<file path="src/rtl/if_fetch_pkg.sv">
// Shared CPU fetch constants: reset/legal-range addresses, NOP encoding and fetch FSM states.
package if_fetch_pkg;

    localparam logic [31:0] RESET_PC_DEF = 32'h0000_3000;
    localparam logic [31:0] IM_BASE_DEF  = 32'h0000_3000;
    localparam logic [31:0] IM_LIMIT_DEF = 32'h0000_6FFC;
    localparam logic [31:0] NOP          = 32'h0000_0000;

    typedef enum logic {
        S_REQ  = 1'b0,
        S_HOLD = 1'b1
    } fetch_state_e;

endpackage

</file>
<file path="src/rtl/if_fetch_if_id_reg.sv">
// Pipeline register (PC, instruction, exception flag) with load enable and a
// load-nop override that replaces the instruction word with NOP.
module if_fetch_if_id_reg
    import if_fetch_pkg::*;
(
    input  logic        clk,
    input  logic        reset,
    input  logic        en_i,
    input  logic        nop_i,
    input  logic [31:0] pc_i,
    input  logic [31:0] instr_i,
    input  logic        exc_i,
    output logic [31:0] pc_o,
    output logic [31:0] instr_o,
    output logic        exc_o
);

    logic [31:0] pc_q, instr_q;
    logic        exc_q;

    always_ff @(posedge clk) begin
        if (reset) begin
            pc_q    <= '0;
            instr_q <= NOP;
            exc_q   <= 1'b0;
        end else if (en_i) begin
            pc_q    <= pc_i;
            instr_q <= nop_i ? NOP : instr_i;
            exc_q   <= exc_i;
        end
    end

    assign pc_o    = pc_q;
    assign instr_o = instr_q;
    assign exc_o   = exc_q;

endmodule

</file>
<file path="src/rtl/if_fetch.sv">
// Fetch stage: owns the PC, issues req/ack instruction reads, and loads IF/ID,
// absorbing memory latency and decode stalls through a one-entry skid buffer.
module if_fetch
    import if_fetch_pkg::*;
#(
    parameter logic [31:0] RESET_PC = RESET_PC_DEF,
    parameter logic [31:0] IM_BASE  = IM_BASE_DEF,
    parameter logic [31:0] IM_LIMIT = IM_LIMIT_DEF
) (
    input  logic        clk,
    input  logic        reset,
    input  logic [31:0] PC_Next,
    input  logic        Stall,
    output logic        IM_Req,
    output logic [31:0] IM_Addr,
    input  logic        IM_Ack,
    input  logic [31:0] IM_Rdata,
    output logic [31:0] PC_Out,
    output logic [31:0] PC_D,
    output logic [31:0] Instr_D,
    output logic        Exc_AdEL_D,
    output logic        Fetch_Busy
);

    fetch_state_e state_q, state_d;
    logic [31:0]  pc_q, pc_d;
    logic [31:0]  skid_q, skid_d;
    logic         legal;
    logic         ack_v;
    logic         advance;
    logic         load_nop;
    logic [31:0]  load_word;

    assign legal = (pc_q[1:0] == 2'b00) && (pc_q >= IM_BASE) && (pc_q <= IM_LIMIT);

    // An ack only counts while a request is actually on the bus.
    assign IM_Req     = !reset && (state_q == S_REQ) && legal;
    assign ack_v      = IM_Req && IM_Ack;
    assign Fetch_Busy = IM_Req && !IM_Ack;
    assign IM_Addr    = pc_q;
    assign PC_Out     = pc_q;

    always_comb begin
        state_d   = state_q;
        skid_d    = skid_q;
        advance   = 1'b0;
        load_nop  = 1'b0;
        load_word = IM_Rdata;
        unique case (state_q)
            S_REQ: begin
                if (!legal) begin
                    // Illegal fetch resolves locally in one cycle as a faulting nop.
                    if (!Stall) begin
                        advance  = 1'b1;
                        load_nop = 1'b1;
                    end
                end else if (ack_v) begin
                    if (!Stall) begin
                        advance = 1'b1;
                    end else begin
                        skid_d  = IM_Rdata;
                        state_d = S_HOLD;
                    end
                end
            end
            S_HOLD: begin
                if (!Stall) begin
                    advance   = 1'b1;
                    load_word = skid_q;
                    state_d   = S_REQ;
                end
            end
            default: state_d = S_REQ;
        endcase
        pc_d = advance ? PC_Next : pc_q;
    end

    always_ff @(posedge clk) begin
        if (reset) begin
            state_q <= S_REQ;
            pc_q    <= RESET_PC;
            skid_q  <= NOP;
        end else begin
            state_q <= state_d;
            pc_q    <= pc_d;
            skid_q  <= skid_d;
        end
    end

    if_fetch_if_id_reg u_if_id (
        .clk     (clk),
        .reset   (reset),
        .en_i    (advance),
        .nop_i   (load_nop),
        .pc_i    (pc_q),
        .instr_i (load_word),
        .exc_i   (load_nop),
        .pc_o    (PC_D),
        .instr_o (Instr_D),
        .exc_o   (Exc_AdEL_D)
    );

endmodule

</file>
<file path="config.mk">
export PLATFORM = sky130hd
export DESIGN_NAME = if_fetch
export DESIGN_NICKNAME = d
export VERILOG_FILES = /design/src/rtl/if_fetch_pkg.sv /design/src/rtl/if_fetch_if_id_reg.sv /design/src/rtl/if_fetch.sv
export SDC_FILE = /design/constraint.sdc
export NUM_CORES = 1
export LEC_CHECK = 0
export BUFFER_PORTS_ARGS = -buffer_cell sky130_fd_sc_hd__buf_2
export CELL_PAD_IN_SITES_DETAIL_PLACEMENT = 1
export CELL_PAD_IN_SITES_GLOBAL_PLACEMENT = 2
export CORE_ASPECT_RATIO = 1.1
export CORE_MARGIN = 2
export CORE_UTILIZATION = 30
export DETAILED_ROUTE_END_ITERATION = 12
export GPL_TIMING_DRIVEN = 0
export PLACE_DENSITY = 0.86
export SYNTH_ARGS = -nofsm -noshare
export SYNTH_HDL_FRONTEND = slang
export SYNTH_SLANG_ARGS = --single-unit
</file>
<file path="constraint.sdc">
create_clock -name clk -period 2.5 [get_ports clk]
set_input_delay 0.125 -clock clk [delete_from_list [all_inputs] [get_ports clk]]
set_output_delay 0.125 -clock clk [all_outputs]
set_load 0.01 [all_outputs]
</file>
**Word level (Yosys, flattened, before mapping)**

Cells that the tools add are included.

- Magnitude comparators: 2
- Muxes and demuxes: 13
- Bitwise logic cells: 1
- Reductions and logical operators: 10

Operators with widths:

| kind | number |
|---|---|
| $mux W32 | 3 |
| $ge A32 B14 Y1 const B | 1 |
| $le A32 B15 Y1 const B | 1 |
| $mux W1 | 8 |
| $logic_and A1 B1 Y1 | 6 |
| $pmux W1 S2 | 2 |
| $reduce_and A3 Y1 | 1 |
| $logic_not A1 Y1 | 2 |
| $logic_not A2 Y1 | 1 |
| $not A1 Y1 | 1 |

- Register bits: 130
- Bits of input ports: 68

**Logic depth before layout (Yosys ltp)**

Gate-level depths: netlist of the first run.

- Word-level depth: 8
- Depth in mapped cells: 7

**Cells and area by module**

From an unflattened synthesis of the first run, not the netlist that was laid out.

- Cell total of the unflattened synthesis: 625
- Area, all modules: 5978.2 um^2

Modules (own cells, without submodules):

| module | instances | cells an instance | area each (um^2) | sequential area each (um^2) |
|---|---|---|---|---|
| if_fetch | 1 | 377 | 3493.4 | 1301.2 |
| if_fetch_if_id_reg | 1 | 248 | 2484.9 | 1301.2 |

**Worst setup path before layout of the first run**

No wires, ideal clock.

- Path kind: register to register
- From: register pc_q[26] (netlist: IM_Addr[26])
- To: register skid_q[0]
- Arrival: 1.874 ns
- Data required time: 2.377 ns
- Setup slack: 0.503 ns
- Stages on the path, launching flop included: 7
- Buffers on the path: 2
- Path through: dfxtp_1 > or3_1 > buf_2 > a211oi_1 > nand3_1 > buf_2 > mux2_1

- Cells in the longest elaborated chain, start to end: 6
- Elaborated cells on any way between the ends: 7

RTL lines:

| element | RTL line | RTL |
|---|---|---|
| start, declared | if_fetch.sv:26 | `logic [31:0] pc_q, pc_d;` |
| start signal, assigned | if_fetch.sv:85 | `pc_q <= pc_d;` |
| $ge A32 B14 Y1 | if_fetch.sv:34 | `assign legal = (pc_q[1:0] == 2'b00) && (pc_q >= IM_BASE) && (pc_q <= IM_LIMIT);` |
| $logic_and A1 B1 Y1 | if_fetch.sv:34 |  |
| $logic_and A1 B1 Y1 (*) | if_fetch.sv:34 |  |
| $logic_and A1 B1 Y1 | if_fetch.sv:37 | `assign IM_Req = !reset && (state_q == S_REQ) && legal;` |
| $logic_and A1 B1 Y1 | if_fetch.sv:38 | `assign ack_v = IM_Req && IM_Ack;` |
| $reduce_and A3 Y1 (no source line) (*) | n/a |  |
| end signal, assigned | if_fetch.sv:86 | `skid_q <= skid_d;` |
| end, declared | if_fetch.sv:27 | `logic [31:0] skid_q, skid_d;` |

Mark *: on every way between the ends. The rest lies on a longest branch, timed or not.
A chain may end at the register's enable or synchronous reset.

**Final worst setup path of the first run**

- From: register pc_q[22] (netlist: IM_Addr[22])
- To: output port Fetch_Busy

- Cells in the longest elaborated chain, start to end: 5
- Elaborated cells on any way between the ends: 6

RTL lines:

| element | RTL line | RTL |
|---|---|---|
| $ge A32 B14 Y1 | if_fetch.sv:34 |  |
| $logic_and A1 B1 Y1 | if_fetch.sv:34 |  |
| $logic_and A1 B1 Y1 (*) | if_fetch.sv:34 |  |
| $logic_and A1 B1 Y1 (*) | if_fetch.sv:37 |  |
| $logic_and A1 B1 Y1 (*) | if_fetch.sv:39 | `assign Fetch_Busy = IM_Req && !IM_Ack;` |
| end, declared | if_fetch.sv:22 | `output logic Fetch_Busy` |

Marked as above.

==> out/metrics.yaml, run 1 <==
timing:
  maxSlewHeadroom_pct: 54.96
  fin_skew_ns: 0.008866
  fmaxAchievable_mhz: 422.0
  drv_slew: 0
  tightest_slew_ns: 0.6756
  min_period_ns: 2.370
  fin_crit_sh_pct: 94.79
  rsz0062_at_grt: "no"
  hold_violations: 0
  setup_viol: 0
drt:
  vias: 5895
  via_per_inst: 4.954
  ant_nets: 0
  drt_iter0_drc: 213
  wirelength_mm: 21.60
  firstDrtPassIters: 4
  drc: 0
  wire_per_inst_um: 18.15
clocking:
  cts.reportedPaths.clkPinSlew_ns: 0.06
  htree_levels: 4
  cts_max_path_buffers: 2
  cts_root_buf: "clkbuf_16"
  insertion_delay_ns: 0.43
  cts_setup_buffers: 0
  numCtsBuffers: 17
  cts_num_sinks: 130
  cts_tree: "yes"
setup_path:
  arrival_ns: 2.24
  worstSetupPathType: "reg2out"
  cp_num_buf_inv: 1
  crit_family: "simple AND/OR/NAND/NOR gates"
  critPathMaxFanout: 4
  path_cells: "nor4_2 -> nand3_1 -> or4b_2 -> nor3_1 -> buf_2"
  required_ns: 2.38
  start_kind: "flop"
  regToRegSetupSlack_ns: 0.14
  cp-end-kind: "primary output"
  max_stage_delay_ns: 0.66
  critPathSlowestCell: "or4b_2"
global_route:
  grt_util_met1_pct: 24.43
  grtUsageMet2_pct: 35.47
  grt_pass1_vias: 6155
  grt_pass1_wl_mm: 34.29
  grt_util_all_layers_pct: 20.26
  grt_max_degree: 17
  grt-busiest-layer: "met2"
  grt_overflow: 0
  grt_use_met3_pct: 4.417
  antenna_found_initial: 0
floorplanning:
  start_util_pct: 30.66
  coreArea_sq_um: 19860
  fp.dieW_um: 139.9
  die_h_um: 153.4
  io_pins: 199
  core.rowCount: 54
  dieArea_sq_um: 21460
final_layout:
  postLayoutCoreUtil_pct: 43.59
  syn_to_final_growth_pct: 42.15
  drive_gt1_share_pct: 33.19
  layout_common_cells: "buf_2 (204), dfxtp_1 (127), nand2_1 (101)"
  final_common_cell: "buf_2"
  final_net_count: 994
pwr:
  switchingPower_mw: 1.466
  power_density_nw_per_um2: 626.2
  p_comb_share_pct: 15.1
  power_mw: 5.422
  p_leak_nw: 4.034
  clkPwrFrac_pct: 44.2
  peakVddDrop_mv: 0.4904
  intPower_mw: 3.956
  swShare_pct: 27.04
  seqPwrFrac_pct: 40.7
synth:
  syn_nets: 714
  synth_area_leaders: "dfxtp_1 (43%), mux2i_1 (11%), nand2_1 (6.2%)"
  syn_avg_cell_area_sq_um: 9.429
  synth_area_sq_um: 6091
  ys_seq_area_share_pct: 42.73
  synth_top_cell_by_area: "dfxtp_1"
  yosysWarnings: 0
  synth_top_area_share_pct: 42.73
  ys_ff_latch: 130
  synth_cells: 646
  yosysUniqueCellTypes: 37
placement:
  port_buffers: 198
  gp_congestion: 0.7695
  dp_hpwl_mm: 15.34
outcome:
  status: "completed"
min_path:
  holdCritPathClass: "in2reg"
run:
  maxCapViolCount: 0
==> per-layer routing <==
| metal | part of all wire [%] | routed length, um | vias to the layer above |
|---|---|---|---|
| met3 | 5.5 | 1198 | 27 |
| met5 | 0 | 0 | - |
| met4 | 1.8 | 388 | 0 |
| met2 | 50 | 10810 | 170 |
| met1 | 43 | 9204 | 2833 |
| li1 | - | - | 2865 |
==> flip-flops by register name, summed over array words and instances, names as in the netlist <==
name	count
IM_Addr	32
u_if_id.exc_o	1
u_if_id.pc_o	32
state_q	1
u_if_id.instr_o	32
skid_q	32
==> metrics by stage <==
step,worst slack [ns],hold WS [ns],cell area (sq um),std cells,TNS (ns)
after floorplan,0.5029,0.2497,6091,646,0
after global routing,0.0002269,0.03369,8656,1189,0
after detailed placement,-0.2065,0.3504,7397,1096,-4.893
after global placement,-0.1181,0.3476,7397,1096,-2.689
after CTS,0.02858,0.008264,8628,1189,0
final,0.1302,0.05238,8658,1190,0
==> final timing paths <==
kind / from / endpoint / cells past startpoint
min: PC_Next[9] / IM_Addr[9]$_SDFFE_PP0P_ / 3
max: IM_Addr[22]$_SDFFE_PP0P_ / Fetch_Busy / 5
min reg2reg: u_if_id.instr_o[6]$_SDFFE_PP0P_ / u_if_id.instr_o[6]$_SDFFE_PP0P_ / 2
max reg2reg: state_q$_SDFF_PP0_ / u_if_id.instr_o[24]$_SDFFE_PP0P_ / 5
==> kinds of logic (layout without fill, tap and decap cells) <==
family,Yosys count,in the layout,synth area share (%)
compound gates,107,107,13.54
flops,130,130,42.73
simple gates,214,214,18.30
mux,97,97,16.56
other cells,0,1,0
buf+inv,98,389,8.874
==> worst register-to-register path, delay by kind of cell, from the launching register on <==
kind | cells | cell delay, ns
buffers and inverters | 3 | 1.53
flip-flops | 1 | 0.45
AO/OA/AOI/OAI | 2 | 0.29
==> timing repair <==
item / in CTS / in global routing
hold buffers: 63 / 0
endpoints found under the setup margin: 34 / 13
gates resized for setup: 11 / 5
cloned: 0 / 0
endpoints found under the hold margin: 63 / 0
==> final cells by class <==
class	count	area, sq um
fillers	2323	11210
multi-input cells	418	3004
flip-flops and latches	130	2606
repair buffers	261	1622
plain buffers	95	534.3
clock buffers	21	480.5
well taps	252	315.3
clock inverters	9	82.58
inverters	3	11.26
diodes	1	2.502
==> synthesized netlist by cell type <==
cell type  count
dfxtp_1      130
nand2_1      101
mux2i_1       67
clkbuf_1      49
buf_4         32
nor2b_1       32
and3_1        31
nor3b_1       31
o21ai_0       31
a32oi_1       30
a41oi_1       30
mux2_2        24
buf_2          6
buf_6          6
mux2_1         6
nor2_1         5
nor4_1         4
a211oi_1       3
inv_1          3
a21o_1         2
a21oi_1        2
a31oi_1        2
buf_1          2
nand3_1        2
nand4_1        2
nor3_1         2
a2111o_1       1
a2111oi_4      1
a211o_1        1
a21bo_2        1
a22o_1         1
a311oi_1       1
and4_1         1
nand3b_1       1
o221ai_1       1
or3_1          1
or4b_2         1
==> power groups by stage <==
| stage | clock network, mW | logic [mW] | registers, mW |
|---|---|---|---|
| 2_1_floorplan | 0 | 0.399 | 2.26 |
| 5_1_grt | 2.55 | 0.888 | 2.22 |
| 6_report | 2.40 | 0.817 | 2.21 |
| 4_1_cts | 2.45 | 0.816 | 2.20 |
| 3_5_place_dp | 0 | 0.728 | 2.25 |
| 3_3_place_gp | 0 | 0.717 | 2.24 |
(Power assumes the default switching activity.)
==> run 2, diff against run 1 <==
--- a/config.mk
+++ b/config.mk
@@ -5,6 +5,7 @@
 export SDC_FILE = /design/constraint.sdc
 export NUM_CORES = 1
 export LEC_CHECK = 0
+export ABC_CLOCK_PERIOD_IN_PS = 2500
 export BUFFER_PORTS_ARGS = -buffer_cell sky130_fd_sc_hd__buf_2
 export CELL_PAD_IN_SITES_DETAIL_PLACEMENT = 1
 export CELL_PAD_IN_SITES_GLOBAL_PLACEMENT = 2
@@ -16,4 +17,5 @@
 export PLACE_DENSITY = 0.86
 export SYNTH_ARGS = -nofsm -noshare
 export SYNTH_HDL_FRONTEND = slang
+export SYNTH_HIERARCHICAL = 1
 export SYNTH_SLANG_ARGS = --single-unit
==> constraint.sdc (replaced) <==
create_clock -name clk -period 2.5 [get_ports clk]
set_input_delay 0.125 -clock clk [delete_from_list [all_inputs] [get_ports clk]]
set_output_delay 0.125 -clock clk [all_outputs]
set_load 0.005 [all_outputs]
==> run 2 against run 1 <==
  * Area after synthesis decreased by 1.8%
  * Via count decreased by 7.6%
  * Hold slack improved by 0.017 ns
  * Critical path depth unchanged
  * Non-clock buffer count decreased by 9
  * Clock skew increased by 0.0035 ns
  * Critical path type unchanged
  * Global-route usage decreased by 1.5 points
  * Clock power decreased by 4%
  * Register-to-register slack improved by 0.06 ns
  * Count of clock-buffer cells in the layout decreased by 2
  * Critical endpoint unchanged
  * Maximum frequency increased by 2.4%
==> out/metrics.yaml, run 2 <==
final_layout:
  stdcell_area_sq_um: 8523
  layout_common_cells: "buf_2 (201), dfxtp_1 (130), nand2b_1 (93)"
  drive_gt1_share_pct: 34.35
  syn_to_final_growth_pct: 42.57
  final_net_count: 975
  multiInputGateArea_sq_um: 2865
  fill_cells: 2285
  ff_latch_area_sq_um: 2603
  final_common_cell: "buf_2"
  layout.cells.non_filler: 1174
synth:
  yosysMostFrequentCell: "dfxtp_1"
  synthMuxAreaShare_pct: 16.91
  synth-edff-count: 0
  syn_avg_cell_area_sq_um: 9.565
  syn_nets: 693
  synthAdderAreaFrac_pct: 0
  synth_top_area_share_pct: 43.53
  synth_area_sq_um: 5978
  ys_seq_area_share_pct: 43.53
  synthSimpleGateAreaFrac_pct: 21.03
  synth_commonest_cells: "dfxtp_1 (130), nand2b_1 (93), mux2i_1 (65)"
  synth_top_family_by_area: "simple AND/OR/NAND/NOR gates"
  yosysWarnings: 6
  ys.flop_type: "dfxtp_1"
  async_reset_ff_share_pct: 0
  synth_area_leaders: "dfxtp_1 (44%), mux2i_1 (11%), nand2b_1 (9.7%)"
  synth_compound_area_share_pct: 9.418
  yosysUniqueCellTypes: 35
  synth_top_cell_by_area: "dfxtp_1"
  synthXorXnorAreaFrac_pct: 0
  ys_ff_latch: 130
  synth_cells: 625
drt:
  firstDrtPassIters: 4
  vias: 5447
  wire_per_inst_um: 16.77
  drt_iter0_drc: 158
  via_per_inst: 4.640
  drc: 0
  ant_nets: 0
  wirelength_mm: 19.69
clocking:
  insertion_delay_ns: 0.42
  htree_levels: 4
  cts_num_sinks: 130
  cts_root_buf: "clkbuf_16"
  numCtsBuffers: 17
  cts.reportedPaths.clkPinSlew_ns: 0.06
  cts_max_path_buffers: 2
  cts_tree: "yes"
setup_path:
  arrival_ns: 2.19
  required_ns: 2.38
  critPathMaxFanout: 5
  max_stage_delay_ns: 0.62
  worstSetupPathType: "reg2out"
  cp-end-kind: "primary output"
  critPathSlowestCell: "or4_4"
  path_cells: "or4_4 -> nor3_4 -> nand3_1 -> nor3_1 -> buf_2"
  start_kind: "flop"
timing:
  rsz0062_at_grt: "no"
  fmaxAchievable_mhz: 432.0
  fin_skew_ns: 0.01233
  maxSlewHeadroom_pct: 55.72
  hold_violations: 0
  min_period_ns: 2.315
  setup_viol: 0
  drv_slew: 0
  tightest_slew_ns: 0.6642
  fin_crit_sh_pct: 92.58
floorplanning:
  io_pins: 199
  coreArea_sq_um: 19660
  core.rowCount: 54
  start_util_pct: 30.41
  dieArea_sq_um: 21070
  die_h_um: 152.1
  fp.dieW_um: 138.6
outcome:
  status: "completed"
placement:
  dp.cells: 1074
  place_area_sq_um: 7279
  port_buffers: 197
  gp_congestion: 0.7431
  dp_hpwl_mm: 13.91
min_path:
  holdCritPathClass: "in2reg"
pwr:
  peakVddDrop_mv: 0.4565
  power_density_nw_per_um2: 624.4
  p_leak_nw: 3.784
global_route:
  grt_pass1_wl_mm: 31.66
  grt_pass1_vias: 5788
  grt_util_all_layers_pct: 18.75
  antenna_found_initial: 2
  grt_overflow: 0
  grt_max_degree: 17
run:
  maxCapViolCount: 0
==> run 2: cell count changes in the layout (fill, tap and decap cells not counted), sizes merged, moves of 12 or more <==
| cell | change |
|---|---|
| nand2 | -101 |
| nand2b | +93 |
| a21oi | +62 |
| nor2 | +33 |
| nand3b | +32 |
| nor2b | -32 |
| and3 | -31 |
| nand3 | +31 |
| a32oi | -30 |
| nor3b | -30 |
| a41oi | -28 |
| clkbuf | -24 |
| buf | +12 |
==> run 2: worst max-delay path, delay by kind of cell (launching register included) <==
family	cells	cell delay, ns
buffers and inverters	1	0.18
and+or+nand+nor	4	1.20
DFF	1	0.38
==> run 2: layout make-up <==
class                      count  share of cell area, %
multi-input combinational    409                  33.62
sequential                   130                  30.53
timing repair buffer         264                  19.35
buffer                        83                  6.327
clock buffer                  19                  5.079
tap                          252                  3.699
clock inverter                13                  1.248
inverter                       2                0.08808
antenna                        2                0.05872
==> run 2: logic make-up (layout without fill, tap and decap cells) <==
group           Yosys count  in the layout
compound gates          103            103
buf+inv                  86            381
other cells               0              2
flops                   130            130
mux                      97             97
simple gates            209            209
==> run 2: power by group <==
group / switching (mW) / internal [mW] / total, mW
clock: 1.01 / 1.28 / 2.30
combinational: 0.379 / 0.412 / 0.791
sequential: 0.0792 / 2.15 / 2.23
==> run 2: final timing paths <==
kind / cells past startpoint / to / from / slack, ns
min: 2 / state_q$_SDFF_PP0_ / Stall / 0.07
max reg2reg: 7 / u_if_id/instr_o[29]$_SDFFE_PP0P_ / IM_Addr[14]$_SDFFE_PP0P_ / 0.20
max: 5 / Fetch_Busy / IM_Addr[31]$_SDFFE_PP0P_ / 0.19
min reg2reg: 2 / skid_q[24]$_SDFFE_PP0P_ / skid_q[24]$_SDFFE_PP0P_ / 0.46
==> run 2: layer usage <==
| metal | GRT usage (%) | share of wire, % | vias to the layer above |
|---|---|---|---|
| li1 | - | - | 2682 |
| met1 | 22.87 | 45 | 2582 |
| met2 | 32.11 | 48 | 165 |
| met3 | 5.767 | 6.4 | 18 |
| met4 | 5.005 | 0.99 | 0 |
| met5 | 0 | 0 | - |
==> run 2: stage by stage <==
| stage | power, mW | hold WS (ns) | worst slack [ns] | TNS, ns | util (%) |
|---|---|---|---|---|---|
| 2_1_floorplan | 2.667 | 0.2769 | 0.2262 | 0 | - |
| 3_3_place_gp | 2.967 | 0.3881 | -0.8373 | -42.67 | 37.02 |
| 3_5_place_dp | 2.976 | 0.3967 | -0.7594 | -40.93 | 37.02 |
| 4_1_cts | 5.375 | 0.05177 | 0.01368 | 0 | 43.18 |
| 5_1_grt | 5.561 | 0.05179 | 0.01058 | 0 | 43.32 |
| 6_report | 5.322 | 0.06976 | 0.1854 | 0 | 43.35 |
==> run 2: timing repair <==
item,4_1_cts,5_1_grt
endpoints found under the hold margin,64,0
endpoints found under the setup margin,75,30
gates resized for setup,6,8
pin swaps,1,1
setup buffers,1,2
hold buffers,64,0
==> run 3, diff against run 2 <==
--- a/config.mk
+++ b/config.mk
@@ -6,7 +6,7 @@
 export NUM_CORES = 1
 export LEC_CHECK = 0
 export ABC_CLOCK_PERIOD_IN_PS = 2500
-export BUFFER_PORTS_ARGS = -buffer_cell sky130_fd_sc_hd__buf_2
+export BUFFER_PORTS_ARGS = -buffer_cell sky130_fd_sc_hd__buf_4
 export CELL_PAD_IN_SITES_DETAIL_PLACEMENT = 1
 export CELL_PAD_IN_SITES_GLOBAL_PLACEMENT = 2
 export CORE_ASPECT_RATIO = 1.1
==> run 3 against run 2 <==
  * Via count is 0.11% higher
  * Clock skew fell by 0.0012 ns
  * Combinational power is 11% higher
  * Global-route usage barely moved
  * Maximum frequency is 1.2% lower
  * Cell count decreased by 0.17%
  * Critical path depth rose by 2
  * Count of clock-buffer cells in the layout down 1
  * Clock power up 4%
  * Critical path type is now reg2reg
  * Critical endpoint is now u_if_id/instr_o[6]$_SDFFE_PP0P_
==> out/metrics.yaml, run 3 (same netlist as run 2, synthesis figures left out) <==
pwr:
  p_leak_nw: 3.868
  power_density_nw_per_um2: 610.7
  power_mw: 5.516
  peakVddDrop_mv: 0.4367
global_route:
  grt_overflow: 0
  antenna_found_initial: 0
  grt_max_degree: 17
  grt_util_all_layers_pct: 18.76
  grt_pass1_vias: 5730
  grt_pass1_wl_mm: 31.52
timing:
  fmaxAchievable_mhz: 426.8
  maxSlewHeadroom_pct: 59.10
  tightest_slew_ns: 0.6135
  min_period_ns: 2.343
  drv_slew: 0
  fin_crit_sh_pct: 93.73
  rsz0062_at_grt: "no"
  hold_violations: 0
  setup_viol: 0
  fin_skew_ns: 0.01114
  fin_ws_ns: 0.1567
setup_path:
  start_kind: "flop"
  arrival_ns: 2.63
  critPathMaxFanout: 10
  cp-end-kind: "flop"
  required_ns: 2.79
  worstSetupPathType: "reg2reg"
final_layout:
  layout_common_cells: "buf_4 (237), dfxtp_1 (130), nand2b_1 (93)"
  final_common_cell: "buf_4"
  drive_gt1_share_pct: 34.67
  postLayoutCoreUtil_pct: 45.94
  n_antenna_cell: 0
  fill_cells: 2240
  stdcell_area_sq_um: 9032
  layout.cells.non_filler: 1172
  syn_to_final_growth_pct: 51.09
  final_net_count: 975
placement:
  dp.cells: 1074
  port_buffers: 197
  gp_congestion: 0.7483
  dp_hpwl_mm: 14.05
  place_area_sq_um: 7772
  place_ws_ns: -0.8490
drt:
  wire_per_inst_um: 17.10
  wirelength_mm: 20.05
  firstDrtPassIters: 4
  via_per_inst: 4.653
  drc: 0
  vias: 5453
  drt_iter0_drc: 161
  ant_nets: 0
floorplanning:
  dieArea_sq_um: 21070
  start_util_pct: 30.41
  die_h_um: 152.1
  core.rowCount: 54
  fp.dieW_um: 138.6
  coreArea_sq_um: 19660
  io_pins: 199
clocking:
  cts.reportedPaths.clkPinSlew_ns: 0.06
  numCtsBuffers: 17
  cts_num_sinks: 130
  cts_tree: "yes"
  cts_max_path_buffers: 2
  cts_root_buf: "clkbuf_16"
  insertion_delay_ns: 0.42
  htree_levels: 4
min_path:
  holdCritPathClass: "in2reg"
outcome:
  status: "completed"
run:
  maxCapViolCount: 0
run 3: area by class of cell:
type                    count  area (sq um)  area share, %
clock buffers              18         429.2          4.751
clock inverters            14         131.4          1.454
repair buffers            264          2142          23.72
inverters                   2         7.507        0.08311
plain buffers              83         539.3          5.970
multi-input cells         409          2865          31.72
well taps                 252         315.3          3.491
flip-flops and latches    130          2603          28.81
run 3: what timing repair did:
item | CTS | global route
buffers inserted | 1 | 2
endpoints found under the setup margin | 74 | 26
pin swaps | 2 | 1
resized for setup | 6 | 9
hold buffers | 64 | 0
hold endpoints to repair | 64 | 0
run 3: final timing paths:
check / from / end / slack [ns] / depth (start not counted)
max: IM_Addr[14]$_SDFFE_PP0P_ / u_if_id/instr_o[6]$_SDFFE_PP0P_ / 0.16 / 7
max reg2reg: IM_Addr[14]$_SDFFE_PP0P_ / u_if_id/instr_o[6]$_SDFFE_PP0P_ / 0.16 / 7
min: Stall / state_q$_SDFF_PP0_ / 0.04 / 2
min reg2reg: u_if_id/instr_o[1]$_SDFFE_PP0P_ / u_if_id/instr_o[1]$_SDFFE_PP0P_ / 0.47 / 2
run 3: worst max-delay path, cell delays in order (launching register included):
cell and delay [ns]:
dfxtp_1 0.45, and3b_1 0.22, o211a_2 0.27, clkbuf_2 0.24, a211oi_4 0.47, clkbuf_1 0.30, nand3b_1 0.17, a21oi_1 0.07
run 3: per-stage QoR:
stage | TNS (ns) | hold WS [ns]
after global routing | 0 | 0.03420
after detailed placement | -43.24 | 0.3911
after CTS | 0 | 0.01772
final | 0 | 0.03696
after global placement | -41.61 | 0.3822
after floorplan | 0 | 0.2769
run 3: where the power goes:
group	internal (mW)	total [mW]	switching [mW]
Clock	1.38	2.40	1.02
Combinational	0.496	0.881	0.385
Sequential	2.15	2.24	0.0855
run 3: per-layer routing:
layer	wire length [um]	GRT usage [%]
met1	8743	22.52
met2	9758	32.48
met3	1404	6.146
met4	138	4.568
met5	0	0
